`src/rtl/float2int_pkg.sv`:
```
// Shared widths, FSM state type and the reference decode for the 7-bit compact float.
package float2int_pkg;
   localparam int E_W   = 3;
   localparam int M_W   = 4;
   localparam int INT_W = 11;

   typedef enum logic [1:0] {IDLE, SHIFT, OUT} state_t;

   // value = m for e==0, else (16+m) << (e-1); midpoint fills bit (e-2) when e>=2
   function automatic logic [INT_W-1:0] ref_decode(input logic [E_W-1:0] e,
                                                   input logic [M_W-1:0] m,
                                                   input logic           midpoint);
      logic [INT_W-1:0] v;
      v = {{(INT_W-M_W){1'b0}}, m};
      if (e != '0) begin
         v = v | (INT_W'(1) << M_W);
         v = v << (e - 3'd1);
         if (midpoint && e >= 3'd2) v = v | (INT_W'(1) << (e - 3'd2));
      end
      return v;
   endfunction
endpackage

```
`src/rtl/float2int_dec.sv`:
```
// Iterative compact-float to integer decoder: one left shift per cycle,
// valid/ready on both sides, back-to-back accept from OUT.
module float2int_dec
   import float2int_pkg::*;
#(
   parameter bit MIDPOINT = 1'b0,
   parameter int CNT_W    = 16
) (
   input  logic             clk,
   input  logic             rst,
   input  logic             in_valid,
   output logic             in_ready,
   input  logic [6:0]       in_data,
   output logic             out_valid,
   input  logic             out_ready,
   output logic [INT_W-1:0] out_data,
   output logic             busy,
   output logic [CNT_W-1:0] conv_count
);

   state_t           state;
   logic [INT_W-1:0] acc;
   logic [E_W-1:0]   cnt;
   logic [E_W-1:0]   e_r;
   logic [M_W-1:0]   m_r;
   logic [E_W-1:0]   e_in;
   logic [M_W-1:0]   m_in;
   logic             accept;
   logic [INT_W-1:0] mid_bit;

   assign e_in      = in_data[6:4];
   assign m_in      = in_data[3:0];
   assign in_ready  = (state == IDLE) || (state == OUT && out_ready);
   assign accept    = in_valid && in_ready;
   assign out_valid = (state == OUT);
   assign busy      = (state != IDLE);
   assign out_data  = acc;

   // The last shift leaves bits [e-2:0] zero, so the midpoint bit is OR'd in on that step
   always_comb begin
      mid_bit = '0;
      if (MIDPOINT && cnt == 3'd1) mid_bit = INT_W'(1) << (e_r - 3'd2);
   end

   always_ff @(posedge clk or posedge rst) begin
      if (rst) begin
         state      <= IDLE;
         acc        <= '0;
         cnt        <= '0;
         e_r        <= '0;
         m_r        <= '0;
         conv_count <= '0;
      end else begin
         if (out_valid && out_ready) conv_count <= conv_count + CNT_W'(1);
         case (state)
            IDLE, OUT: begin
               if (accept) begin
                  acc   <= {{(INT_W-M_W-1){1'b0}}, (e_in != '0), m_in};
                  cnt   <= (e_in == '0) ? '0 : e_in - 3'd1;
                  e_r   <= e_in;
                  m_r   <= m_in;
                  state <= (e_in <= 3'd1) ? OUT : SHIFT;
               end else if (state == OUT && out_ready) begin
                  state <= IDLE;
               end
            end
            SHIFT: begin
               acc <= (acc << 1) | mid_bit;
               cnt <= cnt - 3'd1;
               if (cnt == 3'd1) state <= OUT;
            end
            default: state <= IDLE;
         endcase
      end
   end

   always @(posedge clk) begin
      if (!rst && state == OUT) assert (acc == ref_decode(e_r, m_r, MIDPOINT));
   end

endmodule

```
`config.mk`:
```
export PLATFORM = sky130hd
export DESIGN_NAME = float2int_dec
export DESIGN_NICKNAME = d
export VERILOG_FILES = /design/src/rtl/float2int_pkg.sv /design/src/rtl/float2int_dec.sv
export SDC_FILE = /design/constraint.sdc
export NUM_CORES = 1
export LEC_CHECK = 0
export ABC_CLOCK_PERIOD_IN_PS = 3200
export CORE_ASPECT_RATIO = 0.6
export CORE_MARGIN = 10
export CORE_UTILIZATION = 51
export DETAILED_ROUTE_END_ITERATION = 10
export GPL_ROUTABILITY_DRIVEN = 0
export HOLD_SLACK_MARGIN = 0.08
export PLACE_DENSITY = 0.84
export SLEW_MARGIN = 20
export SYNTH_ARGS = -nofsm -noshare
export SYNTH_HDL_FRONTEND = slang
export SYNTH_SLANG_ARGS = --single-unit
```
`constraint.sdc`:
```
create_clock -name clk -period 3.2 [get_ports clk]
set_input_delay 0.64 -clock clk [delete_from_list [all_inputs] [get_ports clk]]
set_output_delay 0.64 -clock clk [all_outputs]
set_load 0.1 [all_outputs]
```
* Word-level counts from Yosys, hierarchy flattened
Index checks and enable logic that the tools add are counted.
Widths: inputs -> output; s select.
** Word-level totals
- Output and inout bits :: 30
- Bits of input ports :: 11
- Flip-flop bits (word level) :: 32
** Operators by class
- $lt $le $gt $ge :: 1
- Reductions and logical operators :: 11
- Multiplexer cells :: 10
- Equal/unequal tests :: 6
- Add/sub/neg operators :: 3
** Operators by type and width (number)
- $pmux 11 s2 :: 1
- $add 16x1->16 const B :: 1
- $mux 11 :: 1
- $mux 2 :: 4
- $mux 3 :: 2
- $pmux 3 s2 :: 1
- $sub 3x1->3 const B :: 2
- $ne 2x2->1 const B :: 2
- $pmux 2 s2 :: 1
- $reduce_and 2->1 :: 2
- $reduce_bool 2->1 :: 2
- $eq 3x1->1 const B :: 1
- $le 3x1->1 const B :: 1
- $logic_not 3->1 :: 1
- $ne 3x3->1 const B :: 1
- $reduce_bool 3->1 :: 1
- $eq 2x1->1 const B :: 1
- $eq 2x2->1 const B :: 1
- $logic_and 1x1->1 :: 2
- $logic_not 2->1 :: 1
- $reduce_or 2->1 :: 1
- $logic_or 1x1->1 :: 1

* Longest topological paths before layout
Gate-level depths: netlist of the first run.
- Word-level depth :: 6
- Depth in mapped cells :: 5

* Least setup slack after synthesis of the first run
OpenSTA, ideal clock, no wires.
- Path kind :: reg2reg
- From :: register state[0]
- To :: register conv_count[4]
- Setup time :: 159 ps
- Cell stages (with the launch flop) :: 5
- Data required time :: 3041 ps
- Setup slack :: 598 ps
- Data arrival time :: 2443 ps
- Cells stage by stage :: dfrtp_1 -> nor2b_1 -> and2_1 -> nand4_1 -> xnor2_1
** Between the ends
- Longest elaborated chain between the ends :: 2
** Ends and longest elaborated chain
- start, declared :: RTL line float2int_dec.sv:21 : state_t state;
- start signal, assigned :: RTL line float2int_dec.sv:62 : state <= (e_in <= 3'd1) ? OUT : SHIFT;
- $eq 2x2->1 :: RTL line float2int_dec.sv:35 : assign out_valid = (state == OUT);
- named net out_valid :: RTL line float2int_dec.sv:14 : output logic out_valid,
- $logic_and 1x1->1 :: RTL line float2int_dec.sv:54 : if (out_valid && out_ready) conv_count <= conv_count + CNT_W'(1);
- end signal, assigned :: RTL line float2int_dec.sv:54
- end, declared :: RTL line float2int_dec.sv:18 : output logic [CNT_W-1:0] conv_count
The timed path passes the listed nets, and every way through them passes these cells.
A chain may end at the register's enable or synchronous reset.

* Worst setup path after layout of the first run
- From :: input out_ready
- To :: output in_ready
** Between the ends
- Longest elaborated chain between the ends :: 2
** Ends and longest elaborated chain
- start, declared :: RTL line float2int_dec.sv:15 : input logic out_ready,
- $logic_and 1x1->1 :: RTL line float2int_dec.sv:33 : assign in_ready = (state == IDLE) || (state == OUT && out_ready);
- $logic_or 1x1->1 :: RTL line float2int_dec.sv:33
- end, declared :: RTL line float2int_dec.sv:12 : output logic in_ready,
Every way passes these cells.

==> results.md, run 1 <==
* CP delay by family, top: buffers and inverters
* Cts hold-fix bufs at 0
* Leading cell type in the layout, fill and taps excluded: dfrtp_1
* R2r startpoint: state[1]
* FF-to-FF End: cnt[1]
* Element type at the critical path end: output port
* Synth Cell Area at 1520 sq um
* Yosys reg bits at 32
* Hold Path End: conv_count[15]
* CP Data Required Time at 2.56 ns
* N_diodes at 0
* Mean Syn Cell Area at 10.7 sq um
* Row count at 15
* Area of the multi-input gates at 683 sq um
* Critical path class: in2out
* Leak at 0.977 nW
* Final cell count without fillers at 231
* Synth Instances at 143
* Layout Nets at 202
* Clock Sink Count at 32
* P&R area growth vs syn at 32.0%
* First-pass DRT Iterations at 4
* Clock transition at path regs at 0.06 ns
* Vias at 1,196
* # IOs at 41
* Vias in the first global route at 1,187
* Post_cts resized at 0
* Clk_skew at 0.00735 ns
* Final setup TNS at 0 ns
* Period utilization at 73.6%
* Via/cell ratio at 5.18
* Synth warn at 0
* Count of cell types in the netlist at 38
* CP Max Fanout at 3
* Dpl cells at 223
* FF-to-FF path depth at 4
* Hold Path Cell Cnt at 1
* Least-Margin Pin Slew at 0.679 ns
* Initial Utilization at 53.1%
* Endpoints failing hold at 0
* Tot Pwr at 2.27 mW
* # fillers at 210
* PD cells at 1130 nW/um^2
* Layout cells sized above 1 at 24.3%
* Global-route wire length before repair at 5880 microns
* Max_cap viols at 0
* Skew-Pair Late Insertion Delay at 0.28 ns
* Worst Path Buf+Inv at 2
* Sequential share of the synthesized area at 52.5%
* CTS Buffer Depth at 2
* Port Buffers at 40
* Min-Delay Startpoint: conv_count[15]
* H-tree depth at 2
* Mapped Nets at 157
* Min-delay worst type: reg2reg
* Startpoint types: input pin
* Initial antenna violation count at 0
* DIE AREA at 5650 sq um
* Fin. max-slew vios at 0
* CTS buffer count at 5
* Most frequent cells in the layout: dfrtp_1 (32), buf_4 (31), nand2_1 (28)
* Maximum vdd ir drop at 0.720 mV
* Final setup viols at 0
* RSZ-0062 raised after global routing: no
* R2r setup slk at 1.43 ns
* Post-CTS Setup Bufs at 0
* Crit-path cells: clkdlybuf4s50_1 > nor2b_4 > nor2_1 > buf_12
* All-Layer GR Usage at 12.8%
* DRT iter0 DRCs at 61
* Largest net degree at the start of global routing at 33
* TritonCTS clock tree: done
* Slowest CP cell: clkdlybuf4s50_1
* # DRC at 0
* Remaining Overflow, GRT at 0
* Outcome: finished clean
* Worst Path Arrival at 1.72 ns
* Antenna-violating nets left at 0
* Clk root buf: clkbuf_8
* Core area at 2870 sq um
* Mean routed wirelength per cell at 15.1 microns
* Total area of sequential cells at 801 sq um
* Relative slew slack at 54.7%
* Fmax achieved at 424 MHz
* Die H at 62.3 microns
* Final wirelength at 3480 microns
* CP peak stage delay at 0.59 ns
* Die span in x at 90.6 microns
* Fin crit period at 2.36 ns
* Final HPWL DP at 2690 microns
cell type report:
cell class / count / share of cell area [%]
well taps: 42 / 2.61
clock buffers: 6 / 3.61
clock inverters: 2 / 1.74
inverters: 4 / 0.746
repair buffers: 42 / 17.5
flip-flops and latches: 32 / 39.8
multi-input cells: 103 / 34.0
cells by family after synthesis:
kind of cell | count (synthesis) | synth area share (%)
and+or+nand+nor | 60 | 22.3
xor gates and xnor gates | 16 | 9.20
adders and majority gates | 3 | 2.46
AOI/OAI and AO/OA | 21 | 8.87
DFF | 32 | 52.5
buffers and inverters | 8 | 2.63
muxes | 3 | 1.97
state kept, by name, indices dropped and copies added, names as in the netlist:
name / cells
conv_count: 16
out_data: 11
cnt: 3
state: 2
stage by stage:
step	hold WS (ns)	util [%]	cell area, sq um	setup slack [ns]
3_5_place_dp	0.486	66.3	1900	0.745
5_1_grt	0.524	70.1	2010	0.801
4_1_cts	0.499	70.1	2010	0.837
2_1_floorplan	0.457	-	1520	0.598
3_3_place_gp	0.464	66.3	1900	0.799
6_report	0.497	70.1	2010	0.844
worst max path at each step:
| stage | from | end | cells after the start |
|---|---|---|---|
| finish | out_ready | in_ready | 4 |
| global route | out_ready | in_ready | 4 |
| CTS | out_ready | in_ready | 4 |
| detailed placement | out_ready | cnt[1] | 5 |
| global placement | out_ready | out_data[4] | 5 |
| floorplan | state[0] | conv_count[4] | 4 |
power breakdown:
| group | internal [mW] | leakage (nW) | total, mW | switching [mW] |
|---|---|---|---|---|
| logic | 0.303 | 0.504 | 1.26 | 0.961 |
| clock network | 0.231 | 0.0552 | 0.375 | 0.144 |
| registers | 0.516 | 0.418 | 0.630 | 0.114 |
cells in the mapped netlist:
library cell / number / area share, %
a211o_1: 1 / 0.57
a211oi_1: 1 / 0.49
a21oi_1: 1 / 0.33
a221o_1: 1 / 0.66
a311oi_1: 1 / 0.57
and2_1: 1 / 0.41
and3_1: 2 / 0.82
and4_1: 1 / 0.57
buf_2: 2 / 0.66
buf_6: 1 / 0.74
clkbuf_1: 1 / 0.25
dfrtp_1: 32 / 53
ha_1: 3 / 2.5
inv_1: 4 / 0.98
mux2i_1: 3 / 2.0
nand2_1: 28 / 6.9
nand2b_1: 1 / 0.41
nand3_1: 5 / 1.6
nand3b_4: 1 / 1.3
nand4_1: 3 / 1.2
nor2_1: 6 / 1.5
nor2b_1: 3 / 1.2
nor2b_4: 1 / 0.90
nor3_1: 1 / 0.33
nor3_4: 2 / 2.1
nor3b_1: 1 / 0.49
nor3b_4: 1 / 1.2
nor4_1: 1 / 0.41
o21ai_0: 11 / 3.6
o21ai_1: 1 / 0.33
o21ai_2: 1 / 0.57
o221ai_1: 1 / 0.57
o2bb2ai_1: 1 / 0.57
o31a_1: 1 / 0.57
or2_2: 1 / 0.41
or3_1: 1 / 0.41
xnor2_1: 12 / 6.9
xor2_1: 4 / 2.3
worst register-to-register path: cells and delay by family (launching register included):
family	cells	cell delay (ns)
simple gates	3	0.88
flops	1	0.45
compound gates	1	0.32
routing by layer:
metal / GRT usage, % / wire, microns
met1: 15.0 / 1610
met2: 20.7 / 1660
met3: 4.68 / 175
met4: 4.94 / 36
met5: 0 / 0
Note: power is estimated with default switching activity, not from simulation.
==> inputs of run 2 (changes only) <==
--- a/config.mk
+++ b/config.mk
@@ -5,14 +5,14 @@
 export SDC_FILE = /design/constraint.sdc
 export NUM_CORES = 1
 export LEC_CHECK = 0
-export ABC_CLOCK_PERIOD_IN_PS = 3200
+export ABC_CLOCK_PERIOD_IN_PS = 2000
 export CORE_ASPECT_RATIO = 0.6
 export CORE_MARGIN = 10
-export CORE_UTILIZATION = 51
+export CORE_UTILIZATION = 43
 export DETAILED_ROUTE_END_ITERATION = 10
 export GPL_ROUTABILITY_DRIVEN = 0
 export HOLD_SLACK_MARGIN = 0.08
-export PLACE_DENSITY = 0.84
+export PLACE_DENSITY = 0.75
 export SLEW_MARGIN = 20
 export SYNTH_ARGS = -nofsm -noshare
 export SYNTH_HDL_FRONTEND = slang
==> constraint.sdc (replaced) <==
create_clock -name clk -period 2 [get_ports clk]
set_input_delay 0.4 -clock clk [delete_from_list [all_inputs] [get_ports clk]]
set_output_delay 0.4 -clock clk [all_outputs]
set_load 0.1 [all_outputs]
==> results.md, run 2 (synthesized netlist as in run 1, its figures left out) <==
* R2r startpoint: state[0]
* Slowest CP cell: clkdlybuf4s50_1
* # fillers at 272
* Largest net degree at the start of global routing at 33
* Switching power at 1.96 mW
* Sequential share of power at 28.4%
* Mean routed wirelength per cell at 15.8 microns
* Post-CTS Setup Bufs at 0
* Critical path class: in2out
* CP delay by family, top: buffers and inverters
* Least-Margin Pin Slew at 0.431 ns
* Worst Path Buf+Inv at 2
* Initial Utilization at 45.9%
* Maximum vdd ir drop at 1.14 mV
* Net Sw Frac at 54.3%
* Remaining Overflow, GRT at 0
* CP Max Fanout at 3
* # IOs at 41
* Clk root buf: clkbuf_8
* Leak at 0.986 nW
* R2r setup slk at 0.45 ns
* DRT iter0 DRCs at 42
* Endpoints failing hold at 0
* Initial antenna violation count at 0
* Combinational Power Share at 59.8%
* Core Util, Final at 62.7%
* DIE AREA at 6400 sq um
* Startpoint types: input pin
* Antenna-violating nets left at 0
* RSZ-0062 raised after global routing: no
* Final wirelength at 3700 microns
* Period utilization at 90.5%
* Final cell count without fillers at 234
* Vias in the first global route at 1,226
* # DRC at 0
* Fmax achieved at 553 MHz
* Element type at the critical path end: output port
* PD cells at 1730 nW/um^2
* Max_cap viols at 0
* Max reg flops at 16
* FF-to-FF path depth at 4
* FF-to-FF End: conv_count[7]
* Port Buffers at 40
* Die H at 66.1 microns
* Fin. max-slew vios at 0
* Layout cells sized above 1 at 27.0%
* CP peak stage delay at 0.58 ns
* Most frequent cells in the layout: dfrtp_1 (29), nand2_1 (28), buf_4 (27)
* Clock power share at 11.9%
* Clock Sink Count at 32
* Leading cell type in the layout, fill and taps excluded: dfrtp_1
* Post_cts resized at 0
* Skew-Pair Late Insertion Delay at 0.27 ns
* Relative slew slack at 71.2%
* Cts hold-fix bufs at 0
* Min-Delay Startpoint: conv_count[15]
* CP Data Required Time at 1.60 ns
* Clk_skew at 0.00280 ns
* All-Layer GR Usage at 11.7%
* Outcome: finished clean
* Die span in x at 96.9 microns
* CTS buffer count at 5
* H-tree depth at 2
* N_diodes at 0
* Final setup viols at 0
* Via/cell ratio at 5.12
* Core area at 3320 sq um
* Worst Path Arrival at 1.41 ns
* Fin crit period at 1.81 ns
* Layout Nets at 204
* Hold Path End: conv_count[15]
* Largest Register: conv_count
* Crit-path cells: clkdlybuf4s50_1 > nor2b_4 > nor2_2 > buf_12
* Final HPWL DP at 2940 microns
* CTS Buffer Depth at 2
* Row count at 16
* Min-delay worst type: reg2reg
* Vias at 1,198
* First-pass DRT Iterations at 4
* Hold Path Cell Cnt at 1
* Pint at 1.65 mW
* Global-route wire length before repair at 6160 microns
* P&R area growth vs syn at 36.8%
* Final setup TNS at 0 ns
* TritonCTS clock tree: done
* Dpl cells at 228
* Clock transition at path regs at 0.06 ns
run 2: cell types whose count changed in the layout (fill, tap and decap cells not counted):
cell       delta
buf_12        +6
buf_4         -4
bufinv_16     -1
clkinv_2      -1
dfrtp_1       -3
dfrtp_2       +3
nor2_1        -1
nor2_2        +1
nor2b_1       -1
nor2b_4       +1
run 2: metrics by stage:
stage / worst slack, ns / hold slack (ns) / cell area, sq um / power, mW
after CTS: 0.179 / 0.497 / 2080 / 3.64
after detailed placement: 0.0326 / 0.485 / 2010 / 3.20
after floorplan: 0.00888 / 0.457 / 1540 / 2.62
after global routing: 0.148 / 0.507 / 2080 / 3.79
after global placement: 0.103 / 0.464 / 2010 / 3.15
final: 0.191 / 0.489 / 2080 / 3.61
run 2: worst reg2reg max path: stages, from the launching register on:
cell      delay (ns)
dfrtp_1         0.50
nand3b_4        0.27
nor3_4          0.32
and3_1          0.22
xor2_1          0.16
run 2: how the worst max path moves through the flow:
stage | end | startpoint | slack (ns) | cells past startpoint
finish | in_ready | out_ready | 0.19 | 4
global route | in_ready | out_ready | 0.15 | 4
CTS | in_ready | out_ready | 0.18 | 4
detailed placement | conv_count[7] | out_ready | 0.03 | 5
global placement | out_data[4] | out_ready | 0.10 | 6
floorplan | conv_count[11] | conv_count[3] | 0.009 | 4
run 2: final cells by class:
class / count / area, sq um / share of cell area, %
well taps: 45 / 56.3 / 2.70
multi-input cells: 103 / 693 / 33.3
repair buffers: 44 / 443 / 21.2
inverters: 4 / 15.0 / 0.720
flip-flops and latches: 32 / 805 / 38.6
clock buffers: 6 / 72.6 / 3.48
run 2: per-layer routing:
| metal | global-route usage [%] | vias up | wire length (microns) |
|---|---|---|---|
| met4 | 3.48 | 0 | 29 |
| met2 | 20.6 | 23 | 1920 |
| li1 | - | 582 | - |
| met1 | 13.7 | 591 | 1630 |
| met5 | 0 | - | 0 |
| met3 | 3.34 | 2 | 116 |
run 2: power by group through the flow:
stage               Sequential [mW]  Combinational, mW  Clock, mW
finish                         1.02               2.15      0.428
CTS                            1.02               2.18      0.443
global route                   1.05               2.26      0.476
floorplan                      1.89              0.731          0
global placement               1.01               2.13          0
detailed placement             1.03               2.17          0
==> inputs of run 3 (changes only) <==
--- a/config.mk
+++ b/config.mk
@@ -5,14 +5,14 @@
 export SDC_FILE = /design/constraint.sdc
 export NUM_CORES = 1
 export LEC_CHECK = 0
-export ABC_CLOCK_PERIOD_IN_PS = 2000
+export ABC_CLOCK_PERIOD_IN_PS = 2170
 export CORE_ASPECT_RATIO = 0.6
 export CORE_MARGIN = 10
-export CORE_UTILIZATION = 43
+export CORE_UTILIZATION = 51
 export DETAILED_ROUTE_END_ITERATION = 10
 export GPL_ROUTABILITY_DRIVEN = 0
 export HOLD_SLACK_MARGIN = 0.08
-export PLACE_DENSITY = 0.75
+export PLACE_DENSITY = 0.84
 export SLEW_MARGIN = 20
 export SYNTH_ARGS = -nofsm -noshare
 export SYNTH_HDL_FRONTEND = slang
==> constraint.sdc (replaced) <==
create_clock -name clk -period 2.17 [get_ports clk]
set_input_delay 0.434 -clock clk [delete_from_list [all_inputs] [get_ports clk]]
set_output_delay 0.434 -clock clk [all_outputs]
set_load 0.1 [all_outputs]
==> results.md, run 3 (synthesized netlist as in run 1, its figures left out) <==
* Max reg flops at 16
* DRT iter0 DRCs at 72
* CTS buffer count at 5
* Final setup TNS at 0 ns
* N_diodes at 0
* Initial Utilization at 53.1%
* Worst Setup SP: out_ready
* RSZ-0062 raised after global routing: no
* Min-Delay Startpoint: conv_count[15]
* Via/cell ratio at 5.27
* R2r startpoint: state[0]
* Global-route wire length before repair at 6870 microns
* Relative slew slack at 63.9%
* Layout cells sized above 1 at 26.7%
* Core Util, Final at 71.8%
* Fin. max-slew vios at 0
* TritonCTS clock tree: done
* GRT busiest layer: met2
* Port Buffers at 40
* Dpl cells at 225
* Met2 global-route usage at 24.8%
* Endpoints failing hold at 0
* Vias in the first global route at 1,235
* Largest net degree at the start of global routing at 33
* Placed Area at 1950 sq um
* Element type at the critical path end: output port
* Largest Register: conv_count
* Clk_skew at 0.0104 ns
* Core area at 2870 sq um
* Maximum vdd ir drop at 1.01 mV
* CP Max Fanout at 3
* Remaining Overflow, GRT at 0
* CP peak stage delay at 0.58 ns
* CTS Buffer Depth at 2
* Final cell count without fillers at 233
* Leak at 0.994 nW
* Fin crit period at 1.85 ns
* # DRC at 0
* Critical path class: in2out
* Initial antenna violation count at 0
* CP Data Required Time at 1.74 ns
* Layout Nets at 204
* # IOs at 41
* Post-CTS Setup Bufs at 0
* Clock Sink Count at 32
* Routing usage on met1 at 18.6%
* Leading cell type in the layout, fill and taps excluded: dfrtp_1
* Mean routed wirelength per cell at 17.6 microns
* Period utilization at 85.4%
* Met3 usage at 4.56%
* Most frequent cells in the layout: dfrtp_1 (32), buf_4 (31), nand2_1 (28)
* Outcome: finished clean
* Final wirelength at 4100 microns
* Clk root buf: clkbuf_8
* Final Cell Area at 2060 sq um
* Vias at 1,229
* Antenna-violating nets left at 0
* Hold Path End: conv_count[15]
* Die span in x at 90.6 microns
* Final setup viols at 0
* Min-delay worst type: reg2reg
* P&R area growth vs syn at 35.2%
* First-pass DRT Iterations at 4
* Clock transition at path regs at 0.07 ns
* H-tree depth at 2
* Skew-Pair Late Insertion Delay at 0.29 ns
* FF-to-FF path depth at 3
* Worst Path Arrival at 1.42 ns
* R2r setup slk at 0.56 ns
* Startpoint types: input pin
* DIE AREA at 5650 sq um
* Die H at 62.3 microns
* Post_cts resized at 0
* All-Layer GR Usage at 15.2%
* Fmax achieved at 540 MHz
* Cts hold-fix bufs at 0
* Hold Path Cell Cnt at 1
* Pre-CTS worst setup slack at 0.120 ns
* PD cells at 1700 nW/um^2
* Worst Path Buf+Inv at 2
* Least-Margin Pin Slew at 0.540 ns
* CP delay by family, top: buffers and inverters
* Final HPWL DP at 3110 microns
* Crit-path cells: clkdlybuf4s50_1 > nor2b_4 > nor2_2 > buf_12
* Row count at 15
* Slowest CP cell: clkdlybuf4s50_1
* FF-to-FF End: out_data[4]
* Worst Slack Setup Final at 0.317 ns
* # fillers at 206
* Max_cap viols at 0
## run 3: cell types whose count changed in the layout (fill, tap and decap cells not counted)
cell / before / now
buf_12: 7 / 3
buf_4: 27 / 31
dfrtp_1: 29 / 32
dfrtp_2: 3 / 0
bufinv_16: 0 / 1
clkbuf_1: 1 / 0
clkinv_2: 0 / 1
clkinvlp_4: 0 / 1
nor2b_2: 0 / 1
nor2b_4: 2 / 1
## run 3: layout make-up
cell class              instances  area [sq um]  area share (%)
repair buffers                 44           393            19.1
clock inverters                 3          42.5            2.06
flip-flops and latches         32           801            38.9
inverters                       4          15.0           0.729
multi-input cells             103           688            33.4
well taps                      42          52.6            2.55
clock buffers                   5          68.8            3.34
## run 3: how the worst max path moves through the flow
stage          slack (ns)       endpoint  depth (start not counted)
2_1_floorplan        0.13  conv_count[4]                          4
3_3_place_gp         0.20    out_data[2]                          6
3_5_place_dp         0.12    out_data[1]                          6
4_1_cts              0.31       in_ready                          4
5_1_grt              0.26       in_ready                          4
6_report             0.32       in_ready                          4
## run 3: power by group
part | leakage, nW | switching (mW) | internal (mW)
clock | 0.0541 | 0.238 | 0.340
combinational | 0.522 | 1.47 | 0.512
sequential | 0.418 | 0.181 | 0.760
## run 3: through the flow
stage               power (mW)  hold WS [ns]
finish                    3.50         0.475
floorplan                 2.40         0.457
CTS                       3.50         0.479
detailed placement        2.93         0.467
global placement          2.87         0.462
global route              3.66         0.505
## run 3: per-layer routing
metal	wire, microns	vias to the layer above
met4	51	0
met1	1840	612
met3	171	7
li1	-	583
met5	0	-
met2	2040	27
